--- src/rtl/ef_sha256_pkg.sv ---
// Shared types and constants for the SHA-256 message sequencer.
package ef_sha256_pkg;

  typedef enum logic [2:0] {
    ST_IDLE,
    ST_LOAD,
    ST_PAD,
    ST_LEN,
    ST_ISSUE,
    ST_WAIT,
    ST_FIN
  } state_t;

  localparam int BLOCK_W  = 512;
  localparam int DIGEST_W = 256;
  localparam int WORDS    = 16;

  localparam logic [31:0] PAD_WORD   = 32'h8000_0000;
  localparam int          LEN_HI_IDX = 14;
  localparam int          LEN_LO_IDX = 15;

endpackage

--- src/rtl/ef_sha256_pad_word.sv ---
// Masks the final message word to its valid bytes and appends the 0x80 marker.
module ef_sha256_pad_word
  import ef_sha256_pkg::*;
(
  input  logic [31:0] i_data,
  input  logic [2:0]  i_bytes,
  output logic [31:0] o_word,
  output logic [2:0]  o_nbytes
);

  always_comb begin
    o_nbytes = (i_bytes > 3'd4) ? 3'd4 : i_bytes;
    o_word   = PAD_WORD;
    case (o_nbytes)
      3'd1:    o_word = {i_data[31:24], 8'h80, 16'h0000};
      3'd2:    o_word = {i_data[31:16], 8'h80, 8'h00};
      3'd3:    o_word = {i_data[31:8], 8'h80};
      3'd4:    o_word = i_data;
      default: o_word = PAD_WORD;
    endcase
  end

endmodule

--- src/rtl/ef_sha256_seq.sv ---
// Assembles a byte-counted word stream into padded 512-bit blocks and
// sequences init/next commands into the SHA-256 compression core.
module ef_sha256_seq
  import ef_sha256_pkg::*;
#(
  parameter int LEN_W = 64
) (
  input  logic                CLK,
  input  logic                RESETn,
  input  logic                start,
  input  logic                s_valid,
  output logic                s_ready,
  input  logic [31:0]         s_data,
  input  logic                s_last,
  input  logic [2:0]          s_bytes,
  output logic                core_init,
  output logic                core_next,
  output logic [BLOCK_W-1:0]  core_block,
  input  logic                core_ready,
  input  logic [DIGEST_W-1:0] core_digest,
  output logic [DIGEST_W-1:0] digest,
  output logic                done,
  output logic                busy
);

  state_t              r_state;
  logic [31:0]         r_block [WORDS];
  logic [4:0]          r_wcnt;
  logic [LEN_W-1:0]    r_len;
  logic                r_first;
  logic                r_xtra;
  logic                r_final;
  logic                r_pend;
  logic                r_wait1;
  logic                r_init;
  logic                r_next;
  logic                r_done;
  logic [DIGEST_W-1:0] r_digest;

  logic [31:0] w_pad_word;
  logic [2:0]  w_nbytes;
  logic [4:0]  w_pad_idx;
  logic [3:0]  w_wr_idx;
  logic [3:0]  w_nxt_idx;
  logic [63:0] w_len64;

  ef_sha256_pad_word u_pad_word (
    .i_data   (s_data),
    .i_bytes  (s_bytes),
    .o_word   (w_pad_word),
    .o_nbytes (w_nbytes)
  );

  // Index of the word that carries the 0x80 marker; 16 means it spills into the next block.
  assign w_pad_idx = r_wcnt + ((w_nbytes == 3'd4) ? 5'd1 : 5'd0);
  assign w_wr_idx  = r_wcnt[3:0];
  assign w_nxt_idx = w_wr_idx + 4'd1;
  assign w_len64   = 64'(r_len);

  always_ff @(posedge CLK) begin
    if (!RESETn) begin
      r_state  <= ST_IDLE;
      r_wcnt   <= '0;
      r_len    <= '0;
      r_first  <= 1'b0;
      r_xtra   <= 1'b0;
      r_final  <= 1'b0;
      r_pend   <= 1'b0;
      r_wait1  <= 1'b0;
      r_init   <= 1'b0;
      r_next   <= 1'b0;
      r_done   <= 1'b0;
      r_digest <= '0;
      for (int i = 0; i < WORDS; i++) r_block[i] <= '0;
    end else begin
      r_init <= 1'b0;
      r_next <= 1'b0;
      r_done <= 1'b0;
      case (r_state)
        ST_IDLE: begin
          if (start) begin
            r_state <= ST_LOAD;
            r_wcnt  <= '0;
            r_len   <= '0;
            r_first <= 1'b1;
            r_xtra  <= 1'b0;
            r_final <= 1'b0;
            r_pend  <= 1'b0;
          end
        end
        ST_LOAD: begin
          if (s_valid) begin
            r_block[w_wr_idx] <= s_last ? w_pad_word : s_data;
            if (!s_last) begin
              r_len <= r_len + LEN_W'(32);
              if (r_wcnt == 5'd15) r_state <= ST_ISSUE;
              else                 r_wcnt  <= r_wcnt + 5'd1;
            end else begin
              r_len <= r_len + LEN_W'({w_nbytes, 3'b000});
              if (w_pad_idx == 5'd16) begin
                r_pend  <= 1'b1;
                r_xtra  <= 1'b1;
                r_state <= ST_ISSUE;
              end else begin
                if (w_nbytes == 3'd4) r_block[w_nxt_idx] <= PAD_WORD;
                r_wcnt  <= w_pad_idx + 5'd1;
                r_xtra  <= (w_pad_idx > 5'd13);
                r_state <= ST_PAD;
              end
            end
          end
        end
        ST_PAD: begin
          if (!r_wcnt[4]) r_block[w_wr_idx] <= '0;
          if (r_xtra) begin
            if (r_wcnt >= 5'd15) r_state <= ST_ISSUE;
            else                 r_wcnt  <= r_wcnt + 5'd1;
          end else begin
            if (r_wcnt >= 5'd13) r_state <= ST_LEN;
            else                 r_wcnt  <= r_wcnt + 5'd1;
          end
        end
        ST_LEN: begin
          r_block[LEN_HI_IDX] <= w_len64[63:32];
          r_block[LEN_LO_IDX] <= w_len64[31:0];
          r_final             <= 1'b1;
          r_state             <= ST_ISSUE;
        end
        ST_ISSUE: begin
          r_init  <= r_first;
          r_next  <= !r_first;
          r_first <= 1'b0;
          r_wait1 <= 1'b1;
          r_state <= ST_WAIT;
        end
        ST_WAIT: begin
          // core_ready may still be high in the cycle the command is visible to the core
          r_wait1 <= 1'b0;
          if (!r_wait1 && core_ready) begin
            if (r_final) begin
              r_digest <= core_digest;
              r_done   <= 1'b1;
              r_state  <= ST_FIN;
            end else if (r_xtra) begin
              r_block[0] <= r_pend ? PAD_WORD : 32'h0;
              r_wcnt     <= 5'd1;
              r_xtra     <= 1'b0;
              r_pend     <= 1'b0;
              r_state    <= ST_PAD;
            end else begin
              r_wcnt  <= '0;
              r_state <= ST_LOAD;
            end
          end
        end
        ST_FIN:  r_state <= ST_IDLE;
        default: r_state <= ST_IDLE;
      endcase
    end
  end

  genvar gi;
  generate
    for (gi = 0; gi < WORDS; gi++) begin : g_blk
      assign core_block[BLOCK_W-1-32*gi -: 32] = r_block[gi];
    end
  endgenerate

  assign s_ready   = (r_state == ST_LOAD);
  assign busy      = (r_state != ST_IDLE);
  assign core_init = r_init;
  assign core_next = r_next;
  assign done      = r_done;
  assign digest    = r_digest;

endmodule

--- config.mk ---
export PLATFORM = sky130hd
export DESIGN_NAME = ef_sha256_seq
export DESIGN_NICKNAME = d
export VERILOG_FILES = /design/src/rtl/ef_sha256_pkg.sv /design/src/rtl/ef_sha256_pad_word.sv /design/src/rtl/ef_sha256_seq.sv
export SDC_FILE = /design/constraint.sdc
export NUM_CORES = 2
export LEC_CHECK = 0
export BUFFER_PORTS_ARGS = -buffer_cell sky130_fd_sc_hd__clkbuf_2
export CAP_MARGIN = 20
export CORE_AREA = 2 2 417 419
export CTS_CLUSTER_SIZE = 25
export DETAILED_ROUTE_END_ITERATION = 16
export DIE_AREA = 0 0 419 421
export PLACE_DENSITY_LB_ADDON = 0.12
export SLEW_MARGIN = 20
export SYNTH_ARGS = -nofsm -noshare
export SYNTH_HDL_FRONTEND = slang
export SYNTH_SLANG_ARGS = --single-unit
--- constraint.sdc ---
create_clock -name CLK -period 5.2 [get_ports CLK]
set_input_delay 1.04 -clock CLK [delete_from_list [all_inputs] [get_ports CLK]]
set_output_delay 1.04 -clock CLK [all_outputs]
set_load 0.02 [all_outputs]
==> results.sh <==
export IMPL_timing_final_ws_setup_ns=1.67
export IMPL_final_layout_size_suffix_gt1_share_pct=27.7
export IMPL_detailedRoute_firstPassIterationCount=8
export IMPL_status="completed"
export IMPL_synthSimpleGateAreaFrac_pct=24.3
export IMPL_first_global_vias=31000
export IMPL_lkg_pwr_nw=17.3
export IMPL_ioPinCount=1070
export IMPL_cts_htree_levels=3
export IMPL_grt_first_pass_wirelength_um=252000
export IMPL_floorplan_die_area_um2=176000
export IMPL_finish_instance_area_um2=43300
export IMPL_mappedNetlistNets=4326
export IMPL_global_route_overflow_total=0
export IMPL_synth_edf_count=0
export IMPL_synthToLayoutAreaGrowth_pct=34.6
export IMPL_power_total_mw=16.0
export IMPL_worstSkewPairLatency_ns=0.73
export IMPL_hold_viol_final=0
export IMPL_hp_class="flip-flop to flip-flop"
export IMPL_final_min_clock_period_ns=3.53
export IMPL_postSynthAreaPerCell_um2=8.02
export IMPL_route_detailed_wl_per_inst_um=25.1
export IMPL_clock_skew_final_ns=0.0323
export IMPL_parity_gate_share_of_the_synthesized_area_counting_xor_and_xnor_cells_pct=1.44
export IMPL_core_area_um2=172000
export IMPL_port_buffers=1069
export IMPL_final_setup_violating_endpoints=0
export IMPL_tritoncts_clock_tree="done"
export IMPL_synth_cell_types=70
export IMPL_final_nets=5217
export IMPL_drt_first_iter_violations=2666
export IMPL_remaining_drc_errors=0
export IMPL_num_rows=153
export IMPL_synthCells=4013
export IMPL_yosysSeqAreaShare_pct=52.6
export IMPL_crit_path_max_cell_delay_ns=0.73
export IMPL_slew_margin_rel_pct=29.2
export IMPL_yosys_register_bits=845
export IMPL_viasPerCell=4.46
export IMPL_compound_gate_fraction_of_synth_area_pct=15.6
export IMPL_cts_root_buf="sky130_fd_sc_hd__clkbuf_16"
export IMPL_detailroute_via_count=32700
export IMPL_start_util_pct=18.7
export IMPL_adder_cell_fraction_of_synth_area_pct=0.645
export IMPL_mappedNetlistArea_um2=32200
export IMPL_synth_top_family_by_area="simple AND/OR/NAND/NOR gates"
export IMPL_hold_path_startpoint="r_first$_SDFFE_PN0P_"
export IMPL_endpoint_kind="flip-flop"
export IMPL_worstPathArrival_ns=4.15
export IMPL_cts_reportedPaths_clkPinSlew_ns=0.06
export IMPL_slew_violations=0
export IMPL_multiplexer_fraction_of_the_synthesized_cell_area_pct=0.191
export IMPL_timing_critical_path_slowest_stage_cell="sky130_fd_sc_hd__and2_1"
export IMPL_gpl_final_weighted_congestion=0.834
export IMPL_timing_critical_path_from="r_wcnt[0]$_SDFFE_PN0P_"
export IMPL_detailed_place_hpwl_um=132000
export IMPL_fin_tns_setup_ns=0
export IMPL_commonest_non_fill_non_tap_cells_in_the_layout="sky130_fd_sc_hd__clkbuf_2, sky130_fd_sc_hd__nand2_1, sky130_fd_sc_hd__dfxtp_1"
export IMPL_fp_dieH_um=421
export IMPL_drt_antenna_violating_nets=0
export IMPL_unrepaired_setup_endpoints_after_global_routing="no"
export IMPL_power_per_cell_area_nw_per_um2=369
export IMPL_layout_commonest_cell="sky130_fd_sc_hd__clkbuf_2"
export IMPL_maximum_number_of_pins_on_one_net_before_global_route_repair=136
export IMPL_cts_hold_buffers=0
export IMPL_grt_antenna_before_repair=40
export IMPL_post_place_cells=7121
export IMPL_path_max_fanout=20
export IMPL_timing_hold_ws_ns=0.447
export IMPL_final_core_util_pct=25.1
export IMPL_placement_cell_area_um2=39800
export IMPL_dominant_synthesized_flop_cell="sky130_fd_sc_hd__dfxtp_1"
export IMPL_tightest_slew_ns=1.06
export IMPL_cts_path_max_buffers=3
export IMPL_clock_sinks=845
export IMPL_startpoint_type="flip-flop"
export IMPL_critical_path_cell_chain="ha_1, ha_1, nand3_1, xnor2_1, o311ai_1, buf_4, nor2_1, and2_1, buf_4, a21oi_1"
export IMPL_critical_setup_path_class="flip-flop to flip-flop"
export IMPL_drv_max_cap_violation_count=0
export IMPL_number_of_cells_upsized_or_downsized_after_cts=0
export IMPL_detail_route_wirelength_um=184000
export IMPL_data_required_time_of_the_worst_path_ns=5.82
export IMPL_yosys_warnings=0
export IMPL_global_route_usage_total_pct=20.0
export IMPL_fin_crit_sh_pct=68.0
export IMPL_fmaxAchievable_mhz=283
export IMPL_synthArstFlopShare_pct=0
export IMPL_ir_drop_mv=0.242
export IMPL_fp_dieW_um=419
export IMPL_numCtsBuffers=105
export IMPL_layoutNonFillerInstCount=7321
export IMPL_post_cts_setup_buffer_count=0
export IMPL_preCtsSetupSlack_ns=1.02
export IMPL_critical_path_reg2reg_startpoint="r_wcnt[0]$_SDFFE_PN0P_"
where the power goes:
group	internal (mW)	total [mW]	leakage [nW]	switching, mW
Clock	4.39	7.53	1.73	3.14
Sequential	6.58	6.68	6.81	0.0970
Combinational	0.459	1.77	8.79	1.31
state kept, by name (all words and copies together) (netlist names):
signal,flops
r_block,512
digest,256
r_len,61
r_wcnt,5
r_state,3
core_init,1
core_next,1
done,1
r_final,1
r_first,1
r_pend,1
r_wait1,1
r_xtra,1
layer usage:
layer | wire length, µm | vias to the layer above | global-route usage (%) | share of wire, %
li1 | - | 15400 | - | -
met3 | 10700 | 256 | 4.13 | 5.8
met2 | 96700 | 1112 | 37.0 | 53
met5 | 0 | - | 0 | 0
met4 | 6670 | 0 | 7.39 | 3.6
met1 | 69900 | 15900 | 22.1 | 38
worst max-delay path: cells and delay by family (launching register included):
kind                     cells  cell delay [ns]
adder cells (fa/ha/maj)      2             0.74
flip-flops                   1             0.53
AO/OA/AOI/OAI                2             0.18
AND/OR/NAND/NOR              3             1.09
buffers and inverters        2             0.60
XOR/XNOR                     1             0.26
final timing paths:
| kind | depth (start not counted) | slack, ns | end |
|---|---|---|---|
| hold reg to reg | 1 | 0.45 | core_next$_SDFF_PN0_ |
| setup / recovery | 10 | 1.67 | r_block[13][18]$_SDFFE_PP0P_ |
| hold / removal | 1 | 0.45 | core_next$_SDFF_PN0_ |
| setup reg to reg | 10 | 1.67 | r_block[13][18]$_SDFFE_PP0P_ |
cell type report:
type	count	area, µm²
well taps	2325	2910
clock inverters	33	365
fillers	19200	129000
repair buffers	1183	6270
multi-input cells	2751	13600
flip-flops and latches	845	16900
clock buffers	158	3130
diodes	8	20.0
inverters	18	75.1
synthesized netlist by cell type, drive strengths merged (3+ instances only):
library cell  number  share of area [%]
or4                3              0.070
inv               18               0.21
clkbuf           309                3.6
mux2i              5               0.16
ha                15               0.58
a222oi            57                1.8
and4               6               0.17
a311o             13               0.40
or3               10               0.19
and2              62                1.2
nand2b             9               0.17
xnor2             37                1.0
and3              21               0.42
nor2b             12               0.23
o22ai              4              0.078
a21oi            682                 11
dfxtp            845                 53
a21o               3              0.070
buf               90                1.4
a211o              3              0.082
nor2             219                2.6
nand3            427                6.7
nor3b              5               0.13
a31oi             17               0.33
nor4              11               0.26
o21ai             27               0.42
o31ai              3              0.070
xor2              16               0.44
o211ai             4              0.093
nand2            966                 11
a211oi            11               0.33
nand4             14               0.31
a22oi             33               0.77
nor3              26               0.40
cells by family (layout without fill, tap and decap cells):
group                      count (synthesis)  after routing
and+or+nand+nor                         1799           1799
AOI/OAI and AO/OA                        877            877
DFF                                      845            845
buffers and inverters                    417           1392
xor gates and xnor gates                  53             53
adders and majority gates                 16             16
muxes                                      6              6
other                                      0              8
(Power assumes the default switching activity.)
